### config.mk
export PLATFORM = sky130hd
export DESIGN_NAME = mod_generate_demux
export DESIGN_NICKNAME = d
export VERILOG_FILES = /design/src/rtl/mod_generate_demux_pkg.sv /design/src/rtl/mod_generate_demux_lane.sv /design/src/rtl/mod_generate_demux.sv
export SDC_FILE = /design/constraint.sdc
export NUM_CORES = 1
export LEC_CHECK = 0
export CAP_MARGIN = 20
export CORE_MARGIN = 2
export CORE_UTILIZATION = 45
export CTS_CLUSTER_DIAMETER = 100
export DETAILED_ROUTE_END_ITERATION = 7
export PLACE_DENSITY = 0.77
export SYNTH_ARGS = -nofsm -noshare
export SYNTH_HDL_FRONTEND = slang
export SYNTH_HIERARCHICAL = 1
export SYNTH_SLANG_ARGS = --single-unit
### constraint.sdc
create_clock -name i_clk -period 2.3 [get_ports i_clk]
set_input_delay 0.345 -clock i_clk [delete_from_list [all_inputs] [get_ports i_clk]]
set_output_delay 0.345 -clock i_clk [all_outputs]
set_load 0.02 [all_outputs]
### src/rtl/mod_generate_demux_pkg.sv
// Shared types and constants for the steering demux.
// Optional stats build: MOD_GENERATE_DEMUX_STATS_EN.
package mod_generate_demux_pkg;

  typedef enum logic {
    LANE_A = 1'b0,
    LANE_B = 1'b1
  } lane_e;

  localparam int COUNT_W = 16;
  localparam logic [COUNT_W-1:0] COUNT_MAX = '1;

  function automatic logic [COUNT_W-1:0] sat_inc(
    input logic [COUNT_W-1:0] v
  );
    return (v == COUNT_MAX) ? v : v + 1'b1;
  endfunction

endpackage

### src/rtl/mod_generate_demux_lane.sv
// Per-lane FIFO: registered head, no fall-through,
// pop while empty ignored, data reads 0 when empty.
module mod_generate_demux_lane
  import mod_generate_demux_pkg::*;
#(
  parameter int WIDTH = 8,
  parameter int DEPTH = 4
) (
  input  logic             i_clk,
  input  logic             i_rst,
  input  logic             i_push,
  input  logic [WIDTH-1:0] i_data,
  input  logic             i_ready,
  output logic             o_full,
  output logic             o_valid,
  output logic [WIDTH-1:0] o_data
);

  localparam int PW = $clog2(DEPTH);
  localparam int CW = $clog2(DEPTH + 1);

  logic [WIDTH-1:0] r_mem [DEPTH];
  logic [PW-1:0]    r_wptr;
  logic [PW-1:0]    r_rptr;
  logic [CW-1:0]    r_cnt;
  logic             w_pop;

  assign o_valid = (r_cnt != '0);
  assign o_full  = (r_cnt == CW'(DEPTH));
  assign w_pop   = i_ready && o_valid;
  assign o_data  = o_valid ? r_mem[r_rptr] : '0;

  // storage write at the write pointer
  always_ff @(posedge i_clk) begin
    if (i_push) r_mem[r_wptr] <= i_data;
  end

  // pointers and occupancy
  always_ff @(posedge i_clk) begin
    if (i_rst) begin
      r_wptr <= '0;
      r_rptr <= '0;
      r_cnt  <= '0;
    end else begin
      if (i_push) r_wptr <= r_wptr + 1'b1;
      if (w_pop)  r_rptr <= r_rptr + 1'b1;
      case ({i_push, w_pop})
        2'b10:   r_cnt <= r_cnt + 1'b1;
        2'b01:   r_cnt <= r_cnt - 1'b1;
        default: r_cnt <= r_cnt;
      endcase
    end
  end

endmodule

### src/rtl/mod_generate_demux.sv
// One input stream steered to lane A or B by i_sel.
// Stats counters: define MOD_GENERATE_DEMUX_STATS_EN.
module mod_generate_demux
  import mod_generate_demux_pkg::*;
#(
  parameter int WIDTH     = 8,
  parameter int DEPTH     = 4,
  parameter int DUAL_LANE = 1
) (
  input  logic               i_clk,
  input  logic               i_rst,
  input  logic               i_valid,
  input  logic               i_sel,
  input  logic [WIDTH-1:0]   i_data,
  output logic               o_ready,
  output logic               o_a_valid,
  output logic [WIDTH-1:0]   o_a_data,
  input  logic               i_a_ready,
  output logic               o_b_valid,
  output logic [WIDTH-1:0]   o_b_data,
  input  logic               i_b_ready,
  output logic [COUNT_W-1:0] o_count_a,
  output logic [COUNT_W-1:0] o_count_b
);

  lane_e w_sel;
  logic  w_a_full;
  logic  w_b_full;
  logic  w_push_a;
  logic  w_push_b;

  assign w_sel = (DUAL_LANE != 0) ? lane_e'(i_sel)
                                  : LANE_A;

  assign o_ready = !i_rst &&
                   ((w_sel == LANE_B) ? !w_b_full
                                      : !w_a_full);

  assign w_push_a = i_valid && o_ready &&
                    (w_sel == LANE_A);
  assign w_push_b = i_valid && o_ready &&
                    (w_sel == LANE_B);

  mod_generate_demux_lane #(
    .WIDTH (WIDTH),
    .DEPTH (DEPTH)
  ) u_lane_a (
    .i_clk   (i_clk),
    .i_rst   (i_rst),
    .i_push  (w_push_a),
    .i_data  (i_data),
    .i_ready (i_a_ready),
    .o_full  (w_a_full),
    .o_valid (o_a_valid),
    .o_data  (o_a_data)
  );

  if (DUAL_LANE != 0) begin : gen_dual
    mod_generate_demux_lane #(
      .WIDTH (WIDTH),
      .DEPTH (DEPTH)
    ) u_lane_b (
      .i_clk   (i_clk),
      .i_rst   (i_rst),
      .i_push  (w_push_b),
      .i_data  (i_data),
      .i_ready (i_b_ready),
      .o_full  (w_b_full),
      .o_valid (o_b_valid),
      .o_data  (o_b_data)
    );
  end else begin : gen_single
    logic w_unused_b_ready;
    assign w_unused_b_ready = i_b_ready;
    assign w_b_full  = 1'b0;
    assign o_b_valid = 1'b0;
    assign o_b_data  = '0;
  end

`ifdef MOD_GENERATE_DEMUX_STATS_EN
  logic [COUNT_W-1:0] r_count_a;
  logic [COUNT_W-1:0] r_count_b;

  // saturating per-lane accept counters
  always_ff @(posedge i_clk) begin
    if (i_rst) begin
      r_count_a <= '0;
      r_count_b <= '0;
    end else begin
      if (w_push_a) r_count_a <= sat_inc(r_count_a);
      if (w_push_b) r_count_b <= sat_inc(r_count_b);
    end
  end

  assign o_count_a = r_count_a;
  assign o_count_b = r_count_b;
`else
  assign o_count_a = '0;
  assign o_count_b = '0;
`endif

endmodule

==> summary.md <==
| Metric | Value |
|---|---|
| Leakage power | `1.65 nW` |
| Final Cell Area | `approximately 4400 sq um` |
| Pre-Repair DR Iteration Count | `4` |
| Clk_skew | `slightly above 0.005 ns` |
| Vias per cell | `between 4 and 5` |
| Final max-slew violation count | `0` |
| CTS Buf Count | `9` |
| H-tree depth | `3` |
| Dpl cell area | `4170 sq um` |
| Worst skew pair latency | `0.35 ns` |
| Cells after DPL | `around 380` |
| Port Buffers | `32` |
| Synth cell types | `30` |
| Max-Cap Viols | `0` |
| Wire length of the first global-routing pass | `about 9300 um` |
| Worst EP arrival | `around 1.8 ns` |
| Starting Density | `0.463` |
| Cts repair resizes | `17` |
| Share of cells above drive strength 1 | `0.247` |
| Register area share after synthesis | `0.604` |
| Syn Area/Cell | `15.7 sq um` |
| Antenna violations before repair | `0` |
| I/O Pins | `between 60 and 70` |
| Filler Cell Count | `approximately 680` |
| Via Count | `roughly 1800` |
| Layout net count | `about 310` |
| GP Congestion | `roughly 0.72` |
| R2R Setup Slk | `0.21 ns` |
| Startpoint Class | `register` |
| Die area | `~9200 sq um` |
| Vias in the first global route | `1862` |
| #FFs+latches synth | `82` |
| DR iter-0 viols | `78` |
| Crit share post-route | `0.951` |
| DP HPWL | `4050 um` |
| Critical setup path kind | `register to output port` |
| Fmax | `approximately 0.46 GHz` |
| Clk slew on worst S/H paths | `~0.080 ns` |
| Final setup violation count | `0` |
| Hold slack | `0.484 ns` |
| Number of synthesized flops with an enable pin | `64` |
| Die H | `approximately 96 um` |
| Total setup buffers inserted after CTS | `0` |
| GRT Overall Usage | `0.141` |
| Pin count of the biggest net entering global routing | `16` |
| Post-route ant nets | `0` |
| RSZ-0062 raised after global routing | `no` |
| TritonCTS clock tree | `done` |
| Worst VDD drop | `~0.9 mV` |
| Post-Layout Cell Count | `between 300 and 400` |
| Setup WS pre-CTS | `-0.0550 ns` |
| Worst endpoint required time | `1.96 ns` |
| Gr ovfl total | `0` |
| Status | `completed` |
| Post-Synthesis Cells | `between 200 and 250` |
| Min Tclk post-route | `2.19 ns` |
| Hold WC Path Type | `register to register` |
| Clk sinks | `between 80 and 90` |
| Core area | `8180 sq um` |
| Layout area overhead | `16.6%` |
| CTS Root Cell | `clkbuf_8` |
| Antenna cell count | `0` |
| Pwr Density | `between 1000 and 1500 nW/um^2` |
| Async SR Flop Fraction | `0` |
| DRC viols | `0` |
| Ys flop type | `edfxtp_1` |
| Final Worst Setup Slack | `0.112 ns` |
| Crit path capture type | `output port` |
| Post-DR wirelength/cell | `around 15 um` |
| # rows | `33` |
| Final WL | `5800 um` |
| Final Core Density | `0.539` |
| CTS Hold Buffers Added | `0` |
| CP max FO | `8` |
| Clock Tree Buf Depth | `2` |
| Synth warn | `6` |
| Mapped cell area | `3780 sq um` |
| Die Width | `95.7 um` |
| Final Hold Viols | `0` |
[per-layer routing]
metal / routed length, um / global-route usage / part of all wire
met2: 2940 / 0.227 / 0.51
met5: 0 / 0 / 0
met1: 2510 / 0.177 / 0.43
met3: 218 / 0.0292 / 0.038
met4: 126 / 0.0786 / 0.022
[critical path: stages (launching register included)]
cell,delay [ns]
dfxtp_1,0.36
buf_12,0.15
mux4_2,0.52
nor2b_4,0.14
dlygate4sd2_1,0.32
[cells in the mapped netlist, types with 4 or more instances]
master    number  area [sq um]
edfxtp_1      64          1920
buf_4         32           240
dfxtp_1       18           360
inv_1         16          60.1
mux4_2        16           360
nor2b_4       16           220
nor2_1        14          52.6
ha_1          10           125
and2_1         8          50.1
xor2_1         6          52.6
a21oi_1        4          20.0
buf_6          4          45.0
or3_1          4          25.0
[kinds of logic (layout without fill, tap and decap cells)]
kind of cell | count (synthesis) | after routing | share of synthesized area
adder cells (fa/ha/maj) | 12 | 12 | 0.0437
AO/OA/AOI/OAI | 13 | 13 | 0.0245
multiplexers | 18 | 18 | 0.101
other | 1 | 32 | 0.000992
AND/OR/NAND/NOR | 51 | 51 | 0.112
buffers and inverters | 56 | 76 | 0.0960
flip-flops | 82 | 82 | 0.604
XOR/XNOR | 8 | 8 | 0.0185
[cells in the final DEF (no fill, tap or decap), types with 9 or more instances in the layout]
master           instances
conb_1                  32
inv_1                   16
mux4_2                  16
buf_4                   10
clkbuf_8                 9
nor2b_4                 16
clkdlybuf4s50_1         15
edfxtp_1                64
dlygate4sd2_1           17
ha_1                    10
nor2_1                  14
dfxtp_1                 15
[stage by stage]
step	power [W]	setup TNS [ns]
after detailed placement	0.00338	-0.0599
final	0.00451	0
after global placement	0.00335	0
after floorplan	0.00291	0
after global routing	0.00476	0
after CTS	0.00456	0
[state kept, by name (all words and copies together) (netlist names), named ones only]
| name | cells |
|---|---|
| gen_dual.u_lane_b/r_mem | 32 |
| u_lane_a/r_mem | 32 |
| gen_dual.u_lane_b/r_cnt | 3 |
| u_lane_a/r_cnt | 3 |
| gen_dual.u_lane_b/r_rptr | 2 |
| gen_dual.u_lane_b/r_wptr | 2 |
| u_lane_a/r_rptr | 2 |
| u_lane_a/r_wptr | 2 |
[report_power, final]
part	leakage (nW)	internal [W]	switching, W
registers	0.726	0.00168	0.0000716
clock network	0.121	0.000732	0.000542
logic	0.806	0.000695	0.000791
total	1.65	0.00311	0.00140
[final timing paths]
check | from | end | cells after the start
worst max-delay path | register | o_a_data[5] | 4
worst min-delay path | gen_dual.u_lane_b/r_rptr[1] | gen_dual.u_lane_b/r_rptr[1] | 2
worst min register to register | gen_dual.u_lane_b/r_rptr[1] | gen_dual.u_lane_b/r_rptr[1] | 2
worst max register to register | u_lane_a/r_cnt[0] | u_lane_a/r_cnt[2] | 10
[final cells by class]
cell class	instances	area (sq um)	share of cell area
Sequential cell	82	2290	0.518
Tap cell	105	131	0.0298
Clock inverter	7	124	0.0281
Timing Repair Buffer	44	414	0.0939
Clock buffer	9	124	0.0281
Inverter	16	60.1	0.0136
Multi-Input combinational cell	134	1270	0.288
(Power assumes the default switching activity.)
